--- src/rtl/ysyx_23060201_mem_arbiter.sv ---
// Two-master (IFU/LSU) to one-slave memory arbiter with a response watchdog.
// Define YSYX_23060201_ARB_RR_EN for round-robin tie-breaking; otherwise the LSU wins ties.
module ysyx_23060201_mem_arbiter #(
  parameter int unsigned ADDR_W  = 32,
  parameter int unsigned DATA_W  = 32,
  parameter int unsigned TIMEOUT = 255
) (
  input  logic                  clk,
  input  logic                  rst,
  input  logic                  m0_req_valid,
  output logic                  m0_req_ready,
  input  logic [ADDR_W-1:0]     m0_addr,
  output logic                  m0_resp_valid,
  input  logic                  m0_resp_ready,
  output logic [DATA_W-1:0]     m0_rdata,
  output logic                  m0_resp_err,
  input  logic                  m1_req_valid,
  output logic                  m1_req_ready,
  input  logic [ADDR_W-1:0]     m1_addr,
  input  logic                  m1_wen,
  input  logic [DATA_W-1:0]     m1_wdata,
  input  logic [DATA_W/8-1:0]   m1_wmask,
  output logic                  m1_resp_valid,
  input  logic                  m1_resp_ready,
  output logic [DATA_W-1:0]     m1_rdata,
  output logic                  m1_resp_err,
  output logic                  s_req_valid,
  input  logic                  s_req_ready,
  output logic [ADDR_W-1:0]     s_addr,
  output logic                  s_wen,
  output logic [DATA_W-1:0]     s_wdata,
  output logic [DATA_W/8-1:0]   s_wmask,
  input  logic                  s_resp_valid,
  output logic                  s_resp_ready,
  input  logic [DATA_W-1:0]     s_rdata,
  output logic                  owner
);

  localparam int unsigned MASK_W = DATA_W / 8;
  localparam logic [7:0]  TimeoutCnt = 8'(TIMEOUT);

  typedef enum logic [1:0] {StIdle, StSreq, StSresp, StMresp} state_e;

  state_e              state_q, state_d;
  logic [7:0]          cnt_q, cnt_d;
  logic [ADDR_W-1:0]   addr_q, addr_d;
  logic                wen_q, wen_d;
  logic [DATA_W-1:0]   wdata_q, wdata_d;
  logic [MASK_W-1:0]   wmask_q, wmask_d;
  logic                owner_q, owner_d;
  logic [DATA_W-1:0]   rdata_q, rdata_d;
  logic                err_q, err_d;
  logic                grant1;
  logic                timeout;
  logic                run;

`ifdef YSYX_23060201_ARB_RR_EN
  logic fav_q, fav_d;  // 1: m1 wins the next tie
  assign grant1 = m1_req_valid & (~m0_req_valid | fav_q);
`else
  assign grant1 = m1_req_valid;
`endif

  // Reset wins over every handshake, so no ready/valid is offered while it is high.
  assign run     = ~rst;
  assign timeout = (cnt_q == TimeoutCnt);

  assign m0_req_ready  = run & (state_q == StIdle) & m0_req_valid & ~grant1;
  assign m1_req_ready  = run & (state_q == StIdle) & grant1;
  assign s_req_valid   = run & (state_q == StSreq);
  assign s_resp_ready  = run & (state_q == StSresp);
  assign m0_resp_valid = run & (state_q == StMresp) & ~owner_q;
  assign m1_resp_valid = run & (state_q == StMresp) & owner_q;
  assign m0_resp_err   = m0_resp_valid & err_q;
  assign m1_resp_err   = m1_resp_valid & err_q;
  assign m0_rdata      = rdata_q;
  assign m1_rdata      = rdata_q;
  assign s_addr        = addr_q;
  assign s_wen         = wen_q;
  assign s_wdata       = wdata_q;
  assign s_wmask       = wmask_q;
  assign owner         = owner_q;

  always_comb begin
    state_d = state_q;
    cnt_d   = cnt_q;
    addr_d  = addr_q;
    wen_d   = wen_q;
    wdata_d = wdata_q;
    wmask_d = wmask_q;
    owner_d = owner_q;
    rdata_d = rdata_q;
    err_d   = err_q;
`ifdef YSYX_23060201_ARB_RR_EN
    fav_d   = fav_q;
`endif
    unique case (state_q)
      StIdle: begin
        if (m0_req_valid | m1_req_valid) begin
          owner_d = grant1;
          addr_d  = grant1 ? m1_addr : m0_addr;
          wen_d   = grant1 & m1_wen;
          wdata_d = grant1 ? m1_wdata : '0;
          wmask_d = grant1 ? m1_wmask : '0;
          cnt_d   = '0;
          state_d = StSreq;
`ifdef YSYX_23060201_ARB_RR_EN
          fav_d   = ~grant1;
`endif
        end
      end
      StSreq: begin
        // Saturate so a late request handshake still times out in SRESP.
        cnt_d = timeout ? cnt_q : cnt_q + 8'd1;
        if (s_req_ready) begin
          state_d = StSresp;
        end else if (timeout) begin
          rdata_d = '0;
          err_d   = 1'b1;
          state_d = StMresp;
        end
      end
      StSresp: begin
        cnt_d = timeout ? cnt_q : cnt_q + 8'd1;
        if (s_resp_valid) begin
          rdata_d = s_rdata;
          err_d   = 1'b0;
          state_d = StMresp;
        end else if (timeout) begin
          rdata_d = '0;
          err_d   = 1'b1;
          state_d = StMresp;
        end
      end
      StMresp: begin
        if (owner_q ? m1_resp_ready : m0_resp_ready) state_d = StIdle;
      end
      default: state_d = StIdle;
    endcase
  end

  always_ff @(posedge clk) begin
    if (rst) begin
      state_q <= StIdle;
      cnt_q   <= '0;
      addr_q  <= '0;
      wen_q   <= 1'b0;
      wdata_q <= '0;
      wmask_q <= '0;
      owner_q <= 1'b0;
      rdata_q <= '0;
      err_q   <= 1'b0;
`ifdef YSYX_23060201_ARB_RR_EN
      fav_q   <= 1'b0;
`endif
    end else begin
      state_q <= state_d;
      cnt_q   <= cnt_d;
      addr_q  <= addr_d;
      wen_q   <= wen_d;
      wdata_q <= wdata_d;
      wmask_q <= wmask_d;
      owner_q <= owner_d;
      rdata_q <= rdata_d;
      err_q   <= err_d;
`ifdef YSYX_23060201_ARB_RR_EN
      fav_q   <= fav_d;
`endif
    end
  end

endmodule

--- config.mk ---
export PLATFORM = sky130hd
export DESIGN_NAME = ysyx_23060201_mem_arbiter
export DESIGN_NICKNAME = d
export VERILOG_FILES = /design/src/rtl/ysyx_23060201_mem_arbiter.sv
export SDC_FILE = /design/constraint.sdc
export NUM_CORES = 1
export LEC_CHECK = 0
export ABC_AREA = 1
export BUFFER_PORTS_ARGS = -buffer_cell sky130_fd_sc_hd__buf_2
export CAP_MARGIN = 20
export CORE_ASPECT_RATIO = 0.7
export CORE_MARGIN = 10
export CORE_UTILIZATION = 40
export CTS_CLUSTER_SIZE = 16
export DETAILED_ROUTE_END_ITERATION = 8
export PLACE_DENSITY = 0.77
export SKIP_LAST_GASP = 1
export SYNTH_ARGS = -nofsm -noshare
export SYNTH_HDL_FRONTEND = slang
export SYNTH_SLANG_ARGS = --single-unit
--- constraint.sdc ---
create_clock -name clk -period 1.7 [get_ports clk]
set_input_delay 0.34 -clock clk [delete_from_list [all_inputs] [get_ports clk]]
set_output_delay 0.34 -clock clk [all_outputs]
set_load 0.05 [all_outputs]
## Word-level counts from Yosys, hierarchy flattened

Index checks and enable logic that the tools add are counted.

| word-level totals | value |
|---|---|
| bits in registers | 113 |
| input port bits | 141 |

| operators by class | value |
|---|---|
| muxes and demuxes | 21 |
| add/subtract/negate cells | 1 |
| reduce and logical (&&, ||, !) cells | 8 |
| eq/ne operators | 8 |
| bitwise operators | 16 |

Operators by type and width:

| operator | number |
|---|---|
| two-way mux 32 bit | 5 |
| case mux 32 bit (2 select lines) | 1 |
| two-way mux 8 bit | 2 |
| case mux 8 bit (2 select lines) | 1 |
| AND 1 bit | 12 |
| two-way mux 2 bit | 5 |
| adder 8 x 1 -> 8 bit (second input constant) | 1 |
| equality test 8 bit (second input constant) | 1 |
| case mux 2 bit (4 select lines) | 1 |
| AND reduction 2 bit | 3 |
| equality test 2 bit (second input constant) | 2 |
| two-way mux 1 bit | 4 |
| two-way mux 4 bit | 1 |
| inequality test 2 x 1 -> 1 bit (second input constant) | 2 |
| inequality test 2 bit (second input constant) | 2 |
| nonzero test 2 bit | 2 |
| inverter 1 bit | 3 |
| AND reduction 3 bit | 1 |
| equality test 2 x 1 -> 1 bit (second input constant) | 1 |
| zero test 2 bit | 1 |
| case mux 1 bit (2 select lines) | 1 |
| OR reduction 2 bit | 1 |
| OR 1 bit | 1 |

## Depth between registers and ports, before layout

Gate-level depths: netlist of run 1.

| logic depth | value |
|---|---|
| depth after elaboration | 4 |
| mapped depth | 9 |

## Worst setup path before layout of run 1

No wires, ideal clock.

| timing path | value |
|---|---|
| path type | flip-flop to output port |
| start | register owner_q (netlist: owner) |
| end | output port m1_resp_err |
| buffers on the path | 0 |
| stages on the path, launching flop included | 3 |
| data required time | 1360 ps |
| slack | -982 ps |
| arrival time | 2342 ps |
| cell sequence | dfxtp_1 inv_1 nor4_1 |

| on the way | value |
|---|---|
| longest elaborated chain between the ends | 2 |

RTL lines:

| what | RTL line | text |
|---|---|---|
| start: declaration | 50 | `logic owner_q, owner_d;` |
| start signal: assignment | 163 | `owner_q <= owner_d;` |
| AND 1 bit | 73 | `assign m1_resp_valid = run & (state_q == StMresp) & owner_q;` |
| AND 1 bit | 75 | `assign m1_resp_err = m1_resp_valid & err_q;` |
| end: declaration | 26 | `output logic m1_resp_err,` |

Every way passes these cells.

## Final worst setup path of run 1

| timing path | value |
|---|---|
| start | register state_q[1] |
| end | output port m0_resp_err |

| on the way | value |
|---|---|
| longest elaborated chain between the ends | 4 |

RTL lines:

| what | RTL line | text |
|---|---|---|
| start: declaration | 44 | `state_e state_q, state_d;` |
| start signal: assignment | 144 | `state_q <= StIdle;` |
| start signal: assignment | 157 | `state_q <= state_d;` |
| equality test 2 bit | 72 | `assign m0_resp_valid = run & (state_q == StMresp) & ~owner_q;` |
| AND 1 bit (2 in series) | 72 |  |
| AND 1 bit | 74 | `assign m0_resp_err = m0_resp_valid & err_q;` |
| end: declaration | 16 | `output logic m0_resp_err,` |

Every way passes these cells.

==> out/metrics.sh, run 1 <==
RUN_STATUS='finished with violations'
VIOLATED_CHECKS='setup timing'
IR_WORST_VDD_uV=796
MAX_CAP_VIOLATIONS=0
CRITICALPATHCATEGORY='reg2out'
CLOCKBUFFERDEPTH=2
VIA_COUNT_OF_THE_FIRST_GLOBAL_ROUTING_PASS=4884
SYN_AVG_CELL_AREA_SQ_UM=7.53
SYNTHFLOPTYPE='sky130_fd_sc_hd__dfxtp_1'
DRC=0
DIEAREA_SQ_MM=0.0170
YOSYSSEQAREASHARE_PCT=46.8
ENDPOINT_KIND='output pin'
SYNTH_NETS=789
DRT-PASS1-ITER-COUNT=5
PWR_DENSITY_CELL_mW_PER_MM2=1130
TIMING.CRITICAL_PATH.SLOWEST_CELL_DELAY_PS=390
HOLD_PATH_CLASS='in2reg'
SYNTH_AREA_SQ_MM=0.00483
NUM_IO_PINS=283
ROWS=33
COMB_POWER_SHARE_PCT=19.5
BUFFER_PORTS.INSERTED=282
STATIC-LEAKAGE-POWER_nW=3.59
NUMBER_OF_ENABLE_FLIP_FLOP_CELLS_AFTER_SYNTHESIS=0
NFILLCELLS=994
POWER.SHARE.CLOCK_PCT=45.8
H-TREE-DEPTH=4
CP_CELL_SEQUENCE='buf_6 -> ha_4 -> inv_4 -> nor4_2 -> buf_4'
FINAL.SETUP.WORST_SLACK_PS=-104
POST-ROUTE-MIN-PERIOD_PS=1800
SYNTHARSTFLOPSHARE_PCT=0
FINALCRITPERIODSHARE_PCT=106
PLACE_WS_PS=-62.5
POWER.SHARE.SEQUENTIAL_PCT=34.7
VIAS=5139
FP.DIEH_UM=112
TRITONCTS.NUM_BUFFERS=17
SWITCHING_SHARE_PCT=29.4
MAXIMUM_NUMBER_OF_PINS_ON_ONE_NET_BEFORE_GLOBAL_ROUTE_REPAIR=36
INTERNAL-POWER_mW=5.94
NET-SWITCHING-POWER_mW=2.47
CRIT_SLOWEST_CELL='sky130_fd_sc_hd__dfxtp_4'
TIMING.MAX_SLEW.REL_SLACK_PCT=74.7
CTS_TREE='yes'
ANT_NETS=0
CTS.SINK_COUNT=113
REGAREA_SQ_MM=0.00227
SYNTHESIS.YOSYS.WARNINGS=0
POST_ROUTE_CELLS_DRIVE_ABOVE_1_SHARE_PCT=47.8
SYNTH_MOST_COMMON_CELL='sky130_fd_sc_hd__nand2_1'
YS_TOP_CELLS_BY_AREA='sky130_fd_sc_hd__dfxtp_1 (47%), sky130_fd_sc_hd__nand2_1 (14%), sky130_fd_sc_hd__o21ai_0 (6.9%)'
INITIAL_CORE_UTIL_PCT=41.1
SYNTH_TOP_AREA_SHARE_PCT=46.8
ROOT_DRIVER='sky130_fd_sc_hd__clkbuf_16'
FIRST_ITER_VIOLATIONS=311
MAXSLEWVIOLCOUNT=0
DETAIL_ROUTE.WIRELENGTH_UM=17000
TIMING.FINAL.SETUP_VIOLATIONS=37
TIMING.CRITICAL_PATH.REQUIRED_PS=1360
MULTI_INPUT_COMB_AREA_SQ_MM=0.00228
GRT_ANTENNA_BEFORE_REPAIR=0
FINALHOLDVIOLATIONS=0
SYNTH-SEQ-CELLS=113
OVERALL_POWER_CONSUMPTION_mW=8.42
FINALCLOCKSKEW_PS=6.27
CP_DATA_ARRIVAL_TIME_PS=1460
POST-ROUTE-UTIL_PCT=63.2
TIMING.FMAX_MHz=554
INSERTION_DELAY_TO_THE_LATER_SINK_OF_THE_WORST_SKEW_PAIR_PS=400
CLKTRANSATPATHREGS_PS=50
SYNTH_CELL_TYPES=28
GRT_SETUP_UNREPAIRED='yes'
GRT_PASS1_WL_UM=24700
GR-USAGE-ALL-LAYERS_PCT=17.9
DIE_WIDTH_UM=151
CRIT_PATH_START_KIND='register'
DIODES=0
DETAILEDPLACEMENTHPWL_UM=12000
YS_TOP_CELLS_BY_COUNT='sky130_fd_sc_hd__nand2_1 (174), sky130_fd_sc_hd__dfxtp_1 (113), sky130_fd_sc_hd__o21ai_0 (67)'
PLACE.GP.CONGESTION=0.872
WORSTPATHMAXFANOUT=4
HOLDWS_PS=187
AREA.GROWTH.SYNTH_TO_FINAL_PCT=53.9
CORE_AREA_SQ_MM=0.0118
ROUTED_LEN_INST_UM=15.7
WORST_PIN_SLEW_PS=380
FINAL_NET_COUNT=1055
GLOBALROUTEOVERFLOWTOTAL=0
SYNTHCELLS=642
VIAS_PER_CELL=4.77
CELL_TYPE_CONTRIBUTING_THE_MOST_TOTAL_CELL_AREA_AFTER_SYNTHESIS='sky130_fd_sc_hd__dfxtp_1'
-- placed cells by master (no fill, tap or decap), drive strengths merged --
cell	n
ha	6
nand2	176
nor4	2
o21bai	1
o31ai	1
a21oi	42
o21ai	71
nand3b	1
clkbuf	27
clkinv	2
bufinv	4
nor3	5
nand3	8
clkinvlp	5
nor2	56
dfxtp	113
buf	311
inv	25
a31oi	32
or2	32
nor3b	1
-- timing repair --
action                                  4_1_cts  5_1_grt
hold buffers                                  0        0
buffers inserted                              3        2
gates cloned                                  0        8
hold endpoints to repair                      0        0
endpoints found under the setup margin       40       41
pin swaps                                     1        2
gates resized for setup                      31       71
-- cells by family after synthesis --
logic type	share of synthesized area [%]
fa+ha+maj	1.55
flops	46.8
compound gates	16.6
simple gates	24.3
buf+inv	10.7
-- metrics by stage --
stage | area, sq um | cells | setup TNS [ps]
2_1_floorplan | 4890 | 642 | -219
4_1_cts | 7090 | 1068 | -454
5_1_grt | 7440 | 1078 | -5040
3_5_place_dp | 6320 | 1033 | -1090
3_3_place_gp | 6320 | 1033 | 0
6_report | 7440 | 1078 | -1290
-- sequential cells by signal (all words and copies together) (netlist names) --
signal / flops
m0_rdata: 32
s_wdata: 32
cnt_q: 8
state_q: 2
owner: 1
err_q: 1
s_addr: 32
s_wen: 1
s_wmask: 4
-- area by class of cell --
type	count	share of cell area (%)
flip-flops and latches	113	30.5
clock buffers	21	6.46
clock inverters	11	2.37
repair buffers	317	25.9
inverters	25	1.41
well taps	157	2.64
multi-input cells	434	30.7
-- per-layer routing --
| layer | routed length [um] | track usage [%] | share of wire [%] | up-vias |
|---|---|---|---|---|
| li1 | - | - | - | 2595 |
| met1 | 6500 | 20.0 | 38 | 2312 |
| met2 | 8220 | 29.4 | 48 | 215 |
| met3 | 2050 | 8.17 | 12 | 17 |
| met4 | 190 | 6.33 | 1.1 | 0 |
| met5 | 0 | 0 | 0 | - |
-- final timing paths --
kind                     from      endpoint  slack, ps  depth (start not counted)
setup reg to reg   state_q[1]  m0_rdata[14]        -50                         11
hold / removal    m1_wdata[2]    s_wdata[2]        190                          3
hold reg to reg   s_wdata[12]   s_wdata[12]        450                          2
setup / recovery   state_q[1]   m0_resp_err       -100                          5
-- critical path: cells and delay by family, from the launching register on --
kind | cells | cell delay, ps
buf+inv | 3 | 410
simple gates | 1 | 130
fa+ha+maj | 1 | 140
flops | 1 | 390
-- power by group through the flow --
stage / registers (mW) / clock network [mW] / logic (mW)
final: 2.92 / 3.86 / 1.64
after global routing: 2.94 / 4.07 / 1.77
after CTS: 2.92 / 3.94 / 1.62
after detailed placement: 2.96 / 0 / 1.59
after global placement: 2.96 / 0 / 1.58
after floorplan: 3.52 / 0 / 0.515
Note: power is estimated with default switching activity, not from simulation.
==> inputs of run 2 (changes only) <==
--- a/config.mk
+++ b/config.mk
@@ -5,7 +5,7 @@
 export SDC_FILE = /design/constraint.sdc
 export NUM_CORES = 1
 export LEC_CHECK = 0
-export ABC_AREA = 1
+export ABC_AREA = 0
 export BUFFER_PORTS_ARGS = -buffer_cell sky130_fd_sc_hd__buf_2
 export CAP_MARGIN = 20
 export CORE_ASPECT_RATIO = 0.7
@@ -14,6 +14,7 @@
 export CTS_CLUSTER_SIZE = 16
 export DETAILED_ROUTE_END_ITERATION = 8
 export PLACE_DENSITY = 0.77
+export SETUP_SLACK_MARGIN = 0.02
 export SKIP_LAST_GASP = 1
 export SYNTH_ARGS = -nofsm -noshare
 export SYNTH_HDL_FRONTEND = slang
==> run 2 against run 1 <==
Non-clock buffer count grew 7. Cell area decreased by 1.5%. Flip-flop and latch count unchanged. Sequential power barely moved. Highest routed layer unchanged. Critical path depth did not move. Clock skew up 4.2 ps. Via count shrank 3.0%. Critical endpoint unchanged. The flow still finishes with violations (setup timing).
==> out/metrics.sh, run 2 <==
RUN_STATUS='finished with violations'
VIOLATED_CHECKS='setup timing'
TRITONCTS.NUM_BUFFERS=17
GRT_SETUP_UNREPAIRED='yes'
ENDPOINT_KIND='output pin'
SYN_AVG_CELL_AREA_SQ_UM=8.55
ROUTED_LEN_INST_UM=16.9
POST_SYNTH_MUX_AREA_SHARE_PCT=7.04
WORST_PIN_SLEW_PS=615
ANT_NETS=0
WORSTPATHMAXFANOUT=3
ROWS=33
GRT_ANTENNA_BEFORE_REPAIR=0
FINALCLOCKSKEW_PS=10.5
INITIAL_CORE_UTIL_PCT=41.1
TIMING.CRITICAL_PATH.REQUIRED_PS=1360
TIMING.FMAX_MHz=536
MAXSLEWVIOLCOUNT=0
TIMING.CRITICAL_PATH.SLOWEST_CELL_DELAY_PS=360
COMB_POWER_SHARE_PCT=22.5
VIA_COUNT_OF_THE_FIRST_GLOBAL_ROUTING_PASS=4872
MIN_FROM='s_rdata[13]'
HOLDWS_PS=173
WL_MET3_UM=1610
VIAS_PER_CELL=4.95
PLACE.GP.CONGESTION=0.882
CTS_TREE='yes'
DETAIL_ROUTE.WIRELENGTH_UM=17000
POST_ROUTE_CELLS_DRIVE_ABOVE_1_SHARE_PCT=46.0
DIE_WIDTH_UM=151
DIEAREA_SQ_MM=0.0169
WHS_ENDPOINT='m0_rdata[13]'
STATIC-LEAKAGE-POWER_nW=3.50
IR_WORST_VDD_uV=666
SYNTH_NETS=712
NFILLCELLS=1021
REG2REGPATHDEPTH=9
CORE_AREA_SQ_MM=0.0118
FINAL_NET_COUNT=984
YS_TOP_CELLS_BY_AREA='sky130_fd_sc_hd__dfxtp_1 (47%), sky130_fd_sc_hd__nand2_1 (8.2%), sky130_fd_sc_hd__a21oi_1 (8.0%)'
SYNTHFLOPTYPE='sky130_fd_sc_hd__dfxtp_1'
NET-SWITCHING-POWER_mW=2.65
CRITICAL_PATH_CELL_COUNT=5
REGAREA_SQ_MM=0.00227
CRITICALPATHCATEGORY='reg2out'
H-TREE-DEPTH=4
R2R_END='m0_rdata[25]'
CTS.SINK_COUNT=113
TIMING.FINAL.SETUP_VIOLATIONS=8
SYNTHESIS.YOSYS.WARNINGS=0
CRIT_SLOWEST_CELL='sky130_fd_sc_hd__dfxtp_4'
CP_TOP_FAMILY='simple AND/OR/NAND/NOR gates'
MAXIMUM_NUMBER_OF_PINS_ON_ONE_NET_BEFORE_GLOBAL_ROUTE_REPAIR=65
SYNTH_FA_HA_AREA_SHARE_PCT=1.55
MULTI_INPUT_COMB_AREA_SQ_MM=0.00231
VIAS=4987
CLKTRANSATPATHREGS_PS=60
FINAL.SETUP.WORST_SLACK_PS=-166
DR.MAX_LAYER_USED='met4'
MAX_CAP_VIOLATIONS=0
WL_MET1_UM=6780
SWITCHING_SHARE_PCT=32.1
DIODES=0
FINALHOLDVIOLATIONS=0
YOSYSSEQAREASHARE_PCT=46.8
ROUTED-WL-MET2_UM=8430
SYNTH_TOP_FAMILY_BY_AREA='simple AND/OR/NAND/NOR gates'
YS_TOP_CELLS_BY_COUNT='sky130_fd_sc_hd__dfxtp_1 (113), sky130_fd_sc_hd__nand2_1 (105), sky130_fd_sc_hd__a21oi_1 (77)'
CLOCKBUFFERDEPTH=2
POWER.SHARE.CLOCK_PCT=42.3
DETAILEDPLACEMENTHPWL_UM=12300
FINAL-INSTANCE-COUNT-EXCL-FILL=1007
CRIT_START='state_q[1]'
POST-ROUTE-UTIL_PCT=62.3
FINALCRITPERIODSHARE_PCT=110
TIMING.CRITICAL_PATH.BUF_INV=2
SYNTHCELLS=565
POWER.SHARE.SEQUENTIAL_PCT=35.2
SYNTH_CELL_TYPES=41
SYNTH-SEQ-CELLS=113
YOSYS.AREA_SHARE.SIMPLE_PCT=18.4
LAYOUT.CELLS.MOST_COMMON_LIST='sky130_fd_sc_hd__buf_2 (274), sky130_fd_sc_hd__dfxtp_1 (110), sky130_fd_sc_hd__nand2_1 (103), sky130_fd_sc_hd__a21oi_1 (74), sky130_fd_sc_hd__nand3_1 (41)'
FIRST_ITER_VIOLATIONS=218
PWR_DENSITY_CELL_mW_PER_MM2=1130
CTS_HOLD_REPAIR.BUFFERS=0
INSERTION_DELAY_TO_THE_LATER_SINK_OF_THE_WORST_SKEW_PAIR_PS=400
GR-USAGE-ALL-LAYERS_PCT=18.2
CP_DATA_ARRIVAL_TIME_PS=1530
YOSYS.AREA_SHARE.XOR_XNOR_PCT=0.181
SYNTH_MOST_COMMON_CELL='sky130_fd_sc_hd__dfxtp_1'
DRC=0
LAYOUT.CELLS.MOST_COMMON='sky130_fd_sc_hd__buf_2'
CELL_TYPE_CONTRIBUTING_THE_MOST_TOTAL_CELL_AREA_AFTER_SYNTHESIS='sky130_fd_sc_hd__dfxtp_1'
GRT_PASS1_WL_UM=25200
CRIT_PATH_START_KIND='register'
CP_CELL_SEQUENCE='buf_6 -> ha_4 -> nor3b_4 -> and2_4 -> buf_12'
NUMBER_OF_INSTANCES_IN_THE_PLACED_DESIGN=962
SYNTH_TOP_AREA_SHARE_PCT=46.8
POST-ROUTE-MIN-PERIOD_PS=1870
BUFFER_PORTS.INSERTED=282
SYNTHARSTFLOPSHARE_PCT=0
COMPOUND_GATE_PORTION_OF_THE_SYNTHESIZED_AREA_PCT=16.7
WORST_HOLD_PATH.NUM_CELLS=3
TIMING.MAX_SLEW.REL_SLACK_PCT=59.0
SYNTH_AREA_SQ_MM=0.00483
AREA.GROWTH.SYNTH_TO_FINAL_PCT=51.7
INTERNAL-POWER_mW=5.63
NUM_IO_PINS=283
R2R_START='state_q[0]'
GLOBALROUTEOVERFLOWTOTAL=0
DRT-PASS1-ITER-COUNT=5
ROOT_DRIVER='sky130_fd_sc_hd__clkbuf_16'
FP.DIEH_UM=112
NUMBER_OF_ENABLE_FLIP_FLOP_CELLS_AFTER_SYNTHESIS=0
TIMING.REG2REG.SETUP_SLACK_PS=-40
HOLD_PATH_CLASS='in2reg'
[run 2: metal layers]
metal / global-route usage, % / vias up
li1: - / 2474
met3: 7.44 / 16
met2: 30.7 / 196
met1: 20.4 / 2301
met4: 5.37 / 0
met5: 0 / -
[run 2: logic make-up (layout without fill, tap and decap cells)]
| kind of cell | Yosys count | after routing |
|---|---|---|
| AO/OA/AOI/OAI | 130 | 132 |
| flip-flops | 113 | 113 |
| AND/OR/NAND/NOR | 204 | 204 |
| adder cells (fa/ha/maj) | 6 | 6 |
| XOR/XNOR | 1 | 1 |
| buffers and inverters | 77 | 360 |
| multiplexers | 34 | 34 |
[run 2: how the worst max path moves through the flow]
| stage | endpoint | slack (ps) |
|---|---|---|
| global placement | m0_rdata[25] | 20 |
| global route | m0_req_ready | -220 |
| detailed placement | m0_rdata[14] | -40 |
| finish | m0_resp_err | -170 |
| CTS | m0_req_ready | -150 |
| floorplan | m0_req_ready | -70 |
[run 2: per-stage QoR]
step | TNS (ps) | power [mW] | setup slack [ps] | area (sq um)
after floorplan | -81.5 | 4.13 | -67.2 | 4890
after global routing | -3070 | 8.61 | -216 | 7330
after detailed placement | -500 | 4.68 | -37.2 | 6350
after global placement | 0 | 4.66 | 24.6 | 6350
final | -947 | 8.28 | -166 | 7330
after CTS | -1250 | 8.27 | -154 | 7160
[run 2: final cells by class]
| class | count | area share [%] |
|---|---|---|
| repair buffers | 324 | 26.6 |
| flip-flops and latches | 113 | 31.0 |
| inverters | 4 | 0.239 |
| clock buffers | 17 | 5.81 |
| clock inverters | 15 | 2.19 |
| multi-input cells | 377 | 31.5 |
| well taps | 157 | 2.68 |
[run 2: power groups by stage]
stage,clock network [mW],registers (mW),logic (mW)
finish,3.50,2.92,1.86
global route,3.68,2.93,2.00
floorplan,0,3.54,0.593
global placement,0,2.96,1.70
CTS,3.57,2.92,1.79
detailed placement,0,2.97,1.71
[run 2: what timing repair did]
| action | 4_1_cts | 5_1_grt |
|---|---|---|
| setup buffers | 7 | 0 |
| pin swaps | 5 | 5 |
| gates cloned | 2 | 4 |
| gates resized for setup | 40 | 20 |
| setup endpoints to repair | 44 | 107 |
| hold endpoints to repair | 0 | 0 |
[run 2: worst min-delay path, cell delays in order]
cell	delay (ps)
sky130_fd_sc_hd__buf_2	90
sky130_fd_sc_hd__nand2_1	40
sky130_fd_sc_hd__a21oi_1	50
==> inputs of run 3 (changes only) <==
--- a/config.mk
+++ b/config.mk
@@ -13,7 +13,7 @@
 export CORE_UTILIZATION = 40
 export CTS_CLUSTER_SIZE = 16
 export DETAILED_ROUTE_END_ITERATION = 8
-export PLACE_DENSITY = 0.77
+export PLACE_DENSITY_LB_ADDON = 0.2
 export SETUP_SLACK_MARGIN = 0.02
 export SKIP_LAST_GASP = 1
 export SYNTH_ARGS = -nofsm -noshare
==> run 3 against run 2 <==
The flow still finishes with violations (setup timing). Clock-buffer cell count increased by 4. Non-clock buffer count increased by 9. Sequential power about the same. Core utilization increased by 1.5 points. Worst setup slack improved by 17 ps. Critical path depth unchanged.
==> out/metrics.sh, run 3 (synthesized netlist as in run 2, its figures left out) <==
IR_WORST_VDD_uV=763
AREA.GROWTH.SYNTH_TO_FINAL_PCT=55.4
PLACE.GP.CONGESTION=0.829
CORE_AREA_SQ_MM=0.0118
CTS.SINK_COUNT=113
POST-ROUTE-MIN-PERIOD_PS=1850
TIMING.CRITICAL_PATH.REQUIRED_PS=1360
CTS_HOLD_REPAIR.BUFFERS=0
GR-USAGE-ALL-LAYERS_PCT=19.0
WHS_ENDPOINT='m0_rdata[16]'
MAXSLEWVIOLCOUNT=0
TIMING.MAX_SLEW.REL_SLACK_PCT=69.8
VIA_COUNT_OF_THE_FIRST_GLOBAL_ROUTING_PASS=5033
CTS_TREE='yes'
WORSTPATHMAXFANOUT=3
DETAILEDPLACEMENTHPWL_UM=12500
GRT_ANTENNA_BEFORE_REPAIR=1
STATIC-LEAKAGE-POWER_nW=3.57
GLOBALROUTEOVERFLOWTOTAL=0
H-TREE-DEPTH=4
DIODES=0
INITIAL_CORE_UTIL_PCT=41.1
POWER.SHARE.CLOCK_PCT=41.0
FINAL_NET_COUNT=994
NET-SWITCHING-POWER_mW=2.55
INSERTION_DELAY_TO_THE_LATER_SINK_OF_THE_WORST_SKEW_PAIR_PS=400
ROOT_DRIVER='sky130_fd_sc_hd__clkbuf_16'
POWER.SHARE.SEQUENTIAL_PCT=35.3
VIAS_PER_CELL=5.02
RUN_STATUS='finished with violations'
INTERNAL-POWER_mW=5.73
PLACE_WS_PS=-33.0
ROWS=33
R2R_START='state_q[1]'
DIEAREA_SQ_MM=0.0169
LAYOUT.CELLS.MOST_COMMON_LIST='sky130_fd_sc_hd__buf_2 (274), sky130_fd_sc_hd__dfxtp_1 (110), sky130_fd_sc_hd__nand2_1 (104), sky130_fd_sc_hd__a21oi_1 (65), sky130_fd_sc_hd__nand3_1 (41)'
FINALCRITPERIODSHARE_PCT=109
MAX_CAP_VIOLATIONS=0
TIMING.FMAX_MHz=541
ANT_NETS=0
FINAL.SETUP.WORST_SLACK_PS=-149
TIMING.FINAL.SETUP_VIOLATIONS=13
MIN_FROM='s_rdata[16]'
CLKTRANSATPATHREGS_PS=50
POST_ROUTE_CELLS_DRIVE_ABOVE_1_SHARE_PCT=48.1
FINALCLOCKSKEW_PS=6.53
STDCELL_AREA_SQ_MM=0.00751
DRC=0
VIAS=5100
NUM_IO_PINS=283
MAXIMUM_NUMBER_OF_PINS_ON_ONE_NET_BEFORE_GLOBAL_ROUTE_REPAIR=65
TRITONCTS.NUM_BUFFERS=17
WORST_HOLD_PATH.NUM_CELLS=3
DRT-PASS1-ITER-COUNT=4
PWR_DENSITY_CELL_mW_PER_MM2=1100
HOLD_PATH_CLASS='in2reg'
DPL-INSTANCE-AREA_SQ_MM=0.00630
DIE_WIDTH_UM=151
COMB_POWER_SHARE_PCT=23.7
FP.DIEH_UM=112
CRIT_PATH_START_KIND='register'
DETAIL_ROUTE.WIRELENGTH_UM=17800
ENDPOINT_KIND='output pin'
CP_DATA_ARRIVAL_TIME_PS=1510
GRT_SETUP_UNREPAIRED='yes'
ROUTED_LEN_INST_UM=17.6
VIOLATED_CHECKS='setup timing'
CLOCKBUFFERDEPTH=2
LAYOUT.CELLS.MOST_COMMON='sky130_fd_sc_hd__buf_2'
BUFFER_PORTS.INSERTED=282
CRITICALPATHCATEGORY='reg2out'
TIMING.REG2REG.SETUP_SLACK_PS=-40
SWITCHING_SHARE_PCT=30.8
WORST_PIN_SLEW_PS=447
REG2REGPATHDEPTH=8
R2R_END='cnt_q[0]'
GRT_PASS1_WL_UM=26200
FINALHOLDVIOLATIONS=0
FIRST_ITER_VIOLATIONS=247
run 3: changes by cell type in the layout (fill, tap and decap cells not counted), moves of 3 or more:
cell                       previous run  this run
sky130_fd_sc_hd__inv_6                3         0
sky130_fd_sc_hd__a21oi_1             74        65
sky130_fd_sc_hd__buf_4               25        34
sky130_fd_sc_hd__a21oi_2              2        12
sky130_fd_sc_hd__clkinv_4             5         1
run 3: per-stage QoR:
stage | std cells | util (%) | hold WS [ps] | power [mW] | TNS [ps]
2_1_floorplan | 565 | - | 465 | 4.13 | -81.5
3_3_place_gp | 955 | 53.5 | 434 | 4.65 | 0
3_5_place_dp | 955 | 53.5 | 441 | 4.68 | -167
4_1_cts | 998 | 60.9 | 160 | 8.23 | -778
5_1_grt | 1016 | 63.8 | 165 | 8.62 | -2380
6_report | 1016 | 63.8 | 174 | 8.29 | -1010
run 3: worst max-delay path by stage:
| stage | from | to | slack, ps |
|---|---|---|---|
| after CTS | state_q[1] | m0_resp_err | -150 |
| after detailed placement | state_q[1] | cnt_q[0] | -30 |
| after floorplan | m1_req_valid | m0_req_ready | -70 |
| after global routing | state_q[1] | m0_resp_err | -220 |
| final | state_q[1] | m1_resp_err | -150 |
| after global placement | state_q[0] | cnt_q[0] | 30 |
run 3: critical path: stages, from the launching register on:
cell	delay [ps]
sky130_fd_sc_hd__dfxtp_4	350
sky130_fd_sc_hd__buf_6	120
sky130_fd_sc_hd__ha_4	150
sky130_fd_sc_hd__and3_4	180
sky130_fd_sc_hd__and2_4	160
sky130_fd_sc_hd__buf_8	140
run 3: power groups by stage:
stage / combinational, mW / clock (mW) / sequential [mW]
floorplan: 0.593 / 0 / 3.54
global placement: 1.69 / 0 / 2.96
detailed placement: 1.71 / 0 / 2.97
CTS: 1.85 / 3.46 / 2.92
global route: 2.09 / 3.59 / 2.94
finish: 1.96 / 3.40 / 2.92
run 3: per-layer routing:
layer	global-route usage, %	vias to the layer above	share of wire [%]	wire, um
met4	7.49	2	1.6	292
li1	-	2495	-	-
met1	21.3	2361	39	6960
met3	7.40	31	9.4	1680
met2	31.7	211	50	8900
met5	0	-	0.062	11
run 3: area by class of cell:
type	instances	area, sq um
Clock buffer	21	460
Inverter	4	17.5
Sequential cell	113	2270
Fill cell	1018	4260
Clock inverter	10	111
Timing Repair Buffer	333	2040
Tap cell	157	196
Multi-Input combinational cell	378	2410
run 3: timing repair:
| item | 4_1_cts | 5_1_grt |
|---|---|---|
| gates cloned | 3 | 4 |
| hold endpoints to repair | 0 | 0 |
| endpoints found under the setup margin | 48 | 82 |
| pin swaps | 9 | 8 |
| buffers inserted | 9 | 14 |
| gates resized for setup | 41 | 37 |
